## src/rtl/fifo_param_pkg.sv

```systemverilog
// Shared definitions for fifo_param: clog2 helper, default geometry and the
// reset value of the button conditioning flops.
package fifo_param_pkg;

  localparam int DEF_WIDTH = 8;
  localparam int DEF_DEPTH = 16;

  // Conditioning flops reset to the "pressed" level, so a button held low
  // through reset never produces a falling edge afterwards.
  localparam logic BTN_RST_VAL = 1'b0;

  // Ceiling log2, usable in parameter expressions.
  function automatic int clog2_f(input int value);
    int r;
    r = 0;
    for (int i = 0; i < 31; i++) begin
      if ((1 << i) < value) r = i + 1;
    end
    return r;
  endfunction

endpackage

```

## src/rtl/fifo_param_if.sv

```systemverilog
// Button/data/status bundle of fifo_param. The slave modport is the FIFO,
// the master modport is whoever drives the buttons and data.
interface fifo_param_if
  import fifo_param_pkg::*;
#(
  parameter int WIDTH = DEF_WIDTH,
  parameter int DEPTH = DEF_DEPTH
);

  localparam int CW = clog2_f(DEPTH) + 1;

  logic             push_n;
  logic             pop_n;
  logic             err_clr;
  logic [WIDTH-1:0] din;
  logic [WIDTH-1:0] dout;
  logic             pop_valid;
  logic [CW-1:0]    count;
  logic             full;
  logic             empty;
  logic             almost_full;
  logic             almost_empty;
  logic             overflow;
  logic             underflow;

  modport master (
    output push_n, pop_n, err_clr, din,
    input  dout, pop_valid, count, full, empty, almost_full, almost_empty,
           overflow, underflow
  );

  modport slave (
    input  push_n, pop_n, err_clr, din,
    output dout, pop_valid, count, full, empty, almost_full, almost_empty,
           overflow, underflow
  );

endinterface

```

## src/rtl/fifo_param_mem.sv

```systemverilog
// DEPTH x WIDTH register file: synchronous write, asynchronous read.
module fifo_param_mem
  import fifo_param_pkg::*;
#(
  parameter int WIDTH = DEF_WIDTH,
  parameter int DEPTH = DEF_DEPTH,
  parameter int ADDR  = clog2_f(DEPTH)
) (
  input  logic             clk,
  input  logic             we,
  input  logic [ADDR-1:0]  waddr,
  input  logic [WIDTH-1:0] wdata,
  input  logic [ADDR-1:0]  raddr,
  output logic [WIDTH-1:0] rdata
);

  logic [WIDTH-1:0] mem_q [DEPTH];

  // Write port.
  // NOTE: storage has no reset; the pointers alone decide which entries are valid.
  always_ff @(posedge clk) begin
    if (we) mem_q[waddr] <= wdata;
  end

  assign rdata = mem_q[raddr];

endmodule

```

## src/rtl/fifo_param.sv

```systemverilog
// Parametrised pushbutton FIFO with button synchronisation/edge detection,
// occupancy count, almost flags, sticky errors and a pop strobe.
// Optional first-word-fall-through output: define FIFO_FWFT_EN.
module fifo_param
  import fifo_param_pkg::*;
#(
  parameter int WIDTH     = DEF_WIDTH,
  parameter int DEPTH     = DEF_DEPTH,
  parameter int AFULL_TH  = DEPTH - 2,
  parameter int AEMPTY_TH = 2
) (
  input  logic         clk,
  input  logic         reset,
  fifo_param_if.slave  bus
);

  localparam int ADDR = clog2_f(DEPTH);
  localparam int PW   = ADDR + 1;
  localparam logic [PW-1:0] AFULL_C  = PW'(AFULL_TH);
  localparam logic [PW-1:0] AEMPTY_C = PW'(AEMPTY_TH);

  logic [2:0]       push_sync_q, push_sync_d;
  logic [2:0]       pop_sync_q, pop_sync_d;
  logic [PW-1:0]    wr_ptr_q, wr_ptr_d;
  logic [PW-1:0]    rd_ptr_q, rd_ptr_d;
  logic             overflow_q, overflow_d;
  logic             underflow_q, underflow_d;
  logic             pop_valid_q, pop_valid_d;
  logic             push_tick, pop_tick;
  logic             push_ok, pop_ok;
  logic             full, empty;
  logic [PW-1:0]    count;
  logic [WIDTH-1:0] rd_data;

  // Button shift chains (bit0 = s1, bit2 = s3) and one tick per falling edge.
  always_comb begin
    push_sync_d = {push_sync_q[1:0], bus.push_n};
    pop_sync_d  = {pop_sync_q[1:0], bus.pop_n};
    push_tick   = push_sync_q[2] & ~push_sync_q[1];
    pop_tick    = pop_sync_q[2] & ~pop_sync_q[1];
  end

  // Status from the registered pointers and the commit/error decisions,
  // all judged against the pre-edge state.
  always_comb begin
    // NOTE: every output gets a default first so no path can leave it unassigned (no latch).
    wr_ptr_d    = wr_ptr_q;
    rd_ptr_d    = rd_ptr_q;
    count       = wr_ptr_q - rd_ptr_q;
    empty       = (wr_ptr_q == rd_ptr_q);
    full        = (wr_ptr_q[ADDR] != rd_ptr_q[ADDR]) &&
                  (wr_ptr_q[ADDR-1:0] == rd_ptr_q[ADDR-1:0]);
    // A push into a full FIFO still succeeds when a pop frees the head slot.
    push_ok     = push_tick & (~full | pop_tick);
    pop_ok      = pop_tick & ~empty;
    if (push_ok) wr_ptr_d = wr_ptr_q + PW'(1);
    if (pop_ok)  rd_ptr_d = rd_ptr_q + PW'(1);
    // An error event outranks a clear in the same cycle.
    overflow_d  = (overflow_q & ~bus.err_clr) | (push_tick & full & ~pop_tick);
    underflow_d = (underflow_q & ~bus.err_clr) | (pop_tick & empty);
    pop_valid_d = pop_ok;
  end

  // State registers, synchronous active-high reset.
  // NOTE: non-blocking assignments so every flop samples the pre-edge values.
  always_ff @(posedge clk) begin
    if (reset) begin
      push_sync_q <= {3{BTN_RST_VAL}};
      pop_sync_q  <= {3{BTN_RST_VAL}};
      wr_ptr_q    <= '0;
      rd_ptr_q    <= '0;
      overflow_q  <= 1'b0;
      underflow_q <= 1'b0;
      pop_valid_q <= 1'b0;
    end else begin
      push_sync_q <= push_sync_d;
      pop_sync_q  <= pop_sync_d;
      wr_ptr_q    <= wr_ptr_d;
      rd_ptr_q    <= rd_ptr_d;
      overflow_q  <= overflow_d;
      underflow_q <= underflow_d;
      pop_valid_q <= pop_valid_d;
    end
  end

  fifo_param_mem #(
    .WIDTH (WIDTH),
    .DEPTH (DEPTH),
    .ADDR  (ADDR)
  ) u_mem (
    .clk   (clk),
    .we    (push_ok),
    .waddr (wr_ptr_q[ADDR-1:0]),
    .wdata (bus.din),
    .raddr (rd_ptr_q[ADDR-1:0]),
    .rdata (rd_data)
  );

`ifdef FIFO_FWFT_EN
  // Head entry is always presented; zero when there is nothing to show.
  assign bus.dout = empty ? '0 : rd_data;
`else
  logic [WIDTH-1:0] dout_q, dout_d;

  // Output register loads the head only on a successful pop.
  always_comb begin
    dout_d = dout_q;
    if (pop_ok) dout_d = rd_data;
  end

  // Output data register.
  always_ff @(posedge clk) begin
    if (reset) dout_q <= '0;
    else       dout_q <= dout_d;
  end

  assign bus.dout = dout_q;
`endif

  assign bus.pop_valid    = pop_valid_q;
  assign bus.count        = count;
  assign bus.full         = full;
  assign bus.empty        = empty;
  assign bus.almost_full  = (count >= AFULL_C);
  assign bus.almost_empty = (count <= AEMPTY_C);
  assign bus.overflow     = overflow_q;
  assign bus.underflow    = underflow_q;

endmodule

```

## src/flat_wrapper.sv

```systemverilog
// flat-port wrapper written by rule: the top's interface ports become plain ports
module fifo_param_flat import fifo_param_pkg::*;
#(
  parameter int WIDTH     = DEF_WIDTH,
  parameter int DEPTH     = DEF_DEPTH,
  parameter int AFULL_TH  = DEPTH - 2,
  parameter int AEMPTY_TH = 2
)
  (clk, reset, bus_push_n, bus_pop_n, bus_err_clr, bus_din, bus_dout, bus_pop_valid, bus_count, bus_full, bus_empty, bus_almost_full, bus_almost_empty, bus_overflow, bus_underflow);
  fifo_param_if #(.WIDTH(WIDTH), .DEPTH(DEPTH)) bus_i ();
  input  logic clk;
  input  logic reset;
  input wire logic [$bits(bus_i.push_n)-1:0] bus_push_n;
  input wire logic [$bits(bus_i.pop_n)-1:0] bus_pop_n;
  input wire logic [$bits(bus_i.err_clr)-1:0] bus_err_clr;
  input wire logic [$bits(bus_i.din)-1:0] bus_din;
  output wire logic [$bits(bus_i.dout)-1:0] bus_dout;
  output wire logic [$bits(bus_i.pop_valid)-1:0] bus_pop_valid;
  output wire logic [$bits(bus_i.count)-1:0] bus_count;
  output wire logic [$bits(bus_i.full)-1:0] bus_full;
  output wire logic [$bits(bus_i.empty)-1:0] bus_empty;
  output wire logic [$bits(bus_i.almost_full)-1:0] bus_almost_full;
  output wire logic [$bits(bus_i.almost_empty)-1:0] bus_almost_empty;
  output wire logic [$bits(bus_i.overflow)-1:0] bus_overflow;
  output wire logic [$bits(bus_i.underflow)-1:0] bus_underflow;
  assign bus_i.push_n = bus_push_n;
  assign bus_i.pop_n = bus_pop_n;
  assign bus_i.err_clr = bus_err_clr;
  assign bus_i.din = bus_din;
  assign bus_dout = bus_i.dout;
  assign bus_pop_valid = bus_i.pop_valid;
  assign bus_count = bus_i.count;
  assign bus_full = bus_i.full;
  assign bus_empty = bus_i.empty;
  assign bus_almost_full = bus_i.almost_full;
  assign bus_almost_empty = bus_i.almost_empty;
  assign bus_overflow = bus_i.overflow;
  assign bus_underflow = bus_i.underflow;
  fifo_param #(.WIDTH(WIDTH), .DEPTH(DEPTH), .AFULL_TH(AFULL_TH), .AEMPTY_TH(AEMPTY_TH)) u_core (.clk(clk), .reset(reset), .bus(bus_i));
endmodule
```

## config.mk

```make
export PLATFORM = sky130hd
export DESIGN_NAME = fifo_param_flat
export DESIGN_NICKNAME = d
export VERILOG_FILES = /design/src/rtl/fifo_param_pkg.sv /design/src/rtl/fifo_param_if.sv /design/src/rtl/fifo_param_mem.sv /design/src/rtl/fifo_param.sv /design/src/flat_wrapper.sv
export SDC_FILE = /design/constraint.sdc
export NUM_CORES = 1
export LEC_CHECK = 0
export ABC_AREA = 1
export CAP_MARGIN = 20
export CORE_ASPECT_RATIO = 1.5
export CORE_MARGIN = 4
export CORE_UTILIZATION = 60
export CTS_CLUSTER_SIZE = 16
export DETAILED_ROUTE_END_ITERATION = 7
export PLACE_DENSITY = 0.79
export REMOVE_ABC_BUFFERS = 1
export SETUP_SLACK_MARGIN = 0.5
export SLEW_MARGIN = 30
export SYNTH_ARGS = -nofsm -noshare
export SYNTH_HDL_FRONTEND = slang
export SYNTH_SLANG_ARGS = --single-unit
```

## constraint.sdc

```tcl
create_clock -name clk -period 3.2 [get_ports clk]
set_input_delay 0.64 -clock clk [delete_from_list [all_inputs] [get_ports clk]]
set_output_delay 0.64 -clock clk [all_outputs]
set_load 0.1 [all_outputs]
```

==> impl_results.md <==
- Status: finished clean
- Worst skew pair latency: approximately 420 ps
- Max cap viols: 0
- Share of cells above drive strength 1: 15.0%
- DRT iter0 DRCs: between 400 and 500
- Antenna-violating nets left: 0
- Number of cells on the worst reg-to-reg path: 8
- Post-Route WL: between 15000 and 20000 µm
- Minimum clock period: 2820 ps
- DIE WIDTH: 94.6 µm
- Max Slew Vio Count: 0
- Fin util: 73.0%
- Row count: 47
- Global Route Usage Sum: 25.6%
- CTS Sinks: 155
- DRC errors left: 0
- Ys async rst share: 0%
- Placed cells: 835
- Layout Area Growth over Synthesis: 19.0%
- CTS root buffer: clkbuf_16
- Fin crit share: 88.2%
- Number of flops mapped to enable cells by yosys: around 130
- Upper clock frequency limit: 354 MHz
- Full die area: around 13000 µm²
- WL per Instance: 17.7 µm
- Slew HR: 40.5%
- Setup crit end kind: output pin
- Die height: 138 µm
- CP Launch Type: flop
- Core Region: 11000 µm²
- Gr ovfl total: 0
- Vias in the first global route: 4896
- Seq/Total Area, Yosys: 65.0%
- CTS tree: built
- Final setup fails: 0
- Synth Area per Inst: approximately 10 µm²
- CP peak stage delay: 390 ps
- CTS max path bufs: 2
- Min-Delay Path Class: reg -> reg
- Lkg Pwr: 3.28 nW
- N_diodes: 0
- Worst slew pin tran: 890 ps
- PD cells: 535 nW/µm²
- Worst EP required: 2560 ps
- Hpwl dp: 9650 µm
- Cts hold-fix bufs: 0
- Reg power frac: 51.1%
- Ys flop type: edfxtp_1
- Pin count of the biggest net entering global routing: 67
- Final Hold Fails: 0
- RSZ-0062 raised after global routing: true
- Combinational Power Share: under 10%
- Antenna violations before repair: 0
- Cells after Synth: 677
- Initial Utilization: 61.3%
- I/O pins: 33
- Number of buffers created by CTS: 17
- Final setup TNS: 0 ps
- Crit-path slowest cell: fa_2
- P_sw: 0.913 mW
- Pre-antenna DRT Iters: 5
- Peak supply drop: 0.000570 V
- Worst Path Max Fanout: 2
- Worst Skew: 8.57 ps
- Clock transition at path regs: 60 ps
- Synth Cell Area: a little under 7000 µm²
- Final non-filler cell total: 879
- Global-route wire length before repair: 24600 µm
- Nets@finish: between 700 and 800
- Vias: 4870
- Via density: 5.54
- GP Congestion: a little under 0.9
- Critical Path AT: 2180 ps
- CP cell instances: inv_4, ha_4, inv_4, fa_2, nand3_2, nand2_2, nand3_2, nand2_4, nor3b_4, buf_12
- #FFs+latches synth: around 160
- YS warnings: 0
- Hold Path Depth: 2
- Clock power frac: 44.8%
- Pint: approximately 3.4 mW
- CTS H-Tree Depth: 4
- Port buffer count: 32
- Net Sw Frac: 21.3%
- Crit Path Class: reg -> out
- Distinct cells, synth: 27
-- metal layers --
metal  share of wire, %  routed length, µm  vias to the layer above  GRT usage, %
li1                   -                  -                     2287             -
met1                 36               5660                     2241          30.1
met2                 51               7880                      277          42.8
met3                8.1               1260                       65          5.97
met4                4.7                733                        0          14.9
met5                  0                  0                        -             0
-- worst paths after layout --
kind                         start                   endpoint  slack [ps]
max             u_core.wr_ptr_q[0]           bus_almost_empty         380
min          u_core.push_sync_q[0]      u_core.push_sync_q[1]         400
min reg2reg  u_core.push_sync_q[0]      u_core.push_sync_q[1]         400
max reg2reg     u_core.wr_ptr_q[3]  u_core.u_mem.mem_q[13][4]         760
-- cells in the final DEF, fill, tap and decap left out, types with 8 or more instances in the layout --
cell	count
inv_1	97
edfxtp_1	128
a21oi_1	27
nand2_1	177
nand3_1	98
buf_4	31
clkdlybuf4s50_1	12
dfxtp_1	21
nor2_1	34
clkbuf_16	17
buf_12	8
o21ai_0	12
-- kinds of logic after synthesis --
kind of cell / Yosys count / share of synthesized area, %
simple gates: 329 / 20.9
compound gates: 41 / 3.10
buf+inv: 135 / 8.18
fa+ha+maj: 10 / 1.97
flops: 155 / 65.0
xor+xnor: 7 / 0.909
-- area by class of cell --
cell class | count | area (µm²)
repair buffers | 51 | 513
fillers | 733 | 2970
flip-flops and latches | 155 | 4390
inverters | 107 | 417
well taps | 147 | 184
clock buffers | 21 | 470
clock inverters | 11 | 111
multi-input cells | 387 | 1940
-- critical path, delay by kind of cell (launching register included) --
kind | cells | cell delay, ps
flops | 1 | 360
simple gates | 5 | 570
fa+ha+maj | 2 | 530
buf+inv | 3 | 290
-- state kept, by name (all words and copies together) (netlist names) --
| register | cells |
|---|---|
| u_core.bus.dout | 8 |
| u_core.bus.overflow | 1 |
| u_core.bus.pop_valid | 1 |
| u_core.bus.underflow | 1 |
| u_core.pop_sync_q | 3 |
| u_core.push_sync_q | 3 |
| u_core.rd_ptr_q | 5 |
| u_core.u_mem.mem_q | 128 |
| u_core.wr_ptr_q | 5 |
-- through the flow --
| step | hold slack (ps) | setup WS [ps] | power, mW | cell area, µm² |
|---|---|---|---|---|
| floorplan | 388 | -2760 | 2.32 | 6600 |
| global placement | 389 | 569 | 2.40 | 7210 |
| detailed placement | 401 | 426 | 2.40 | 7210 |
| CTS | 409 | 397 | 4.30 | 7980 |
| global route | 428 | 299 | 4.42 | 8030 |
| finish | 404 | 376 | 4.29 | 8030 |
-- cell usage after synthesis (3+ instances only) --
cell type	number	area share, %
nand3_1	101	7.5
inv_2	5	0.28
nor3_1	3	0.22
a21oi_1	28	2.1
xor2_1	7	0.91
buf_2	16	1.2
nand2_2	5	0.46
clkbuf_1	6	0.33
edfxtp_1	128	57
nand2_1	180	10
dfxtp_1	27	8.0
o21ai_0	12	0.89
inv_1	100	5.6
nor2_1	34	1.9
ha_1	9	1.7
-- power groups by stage --
stage	clock [mW]	sequential [mW]	combinational [mW]
global route	2.04	2.19	0.188
detailed placement	0	2.24	0.164
CTS	1.94	2.19	0.175
finish	1.92	2.19	0.177
floorplan	0	2.25	0.0709
global placement	0	2.24	0.161
-- timing repair --
item | CTS | global route
setup endpoints to repair | 5 | 5
gates resized for setup | 27 | 5
setup buffers | 10 | 2
pin swaps | 7 | 7
Note: power is estimated with default switching activity, not from simulation.
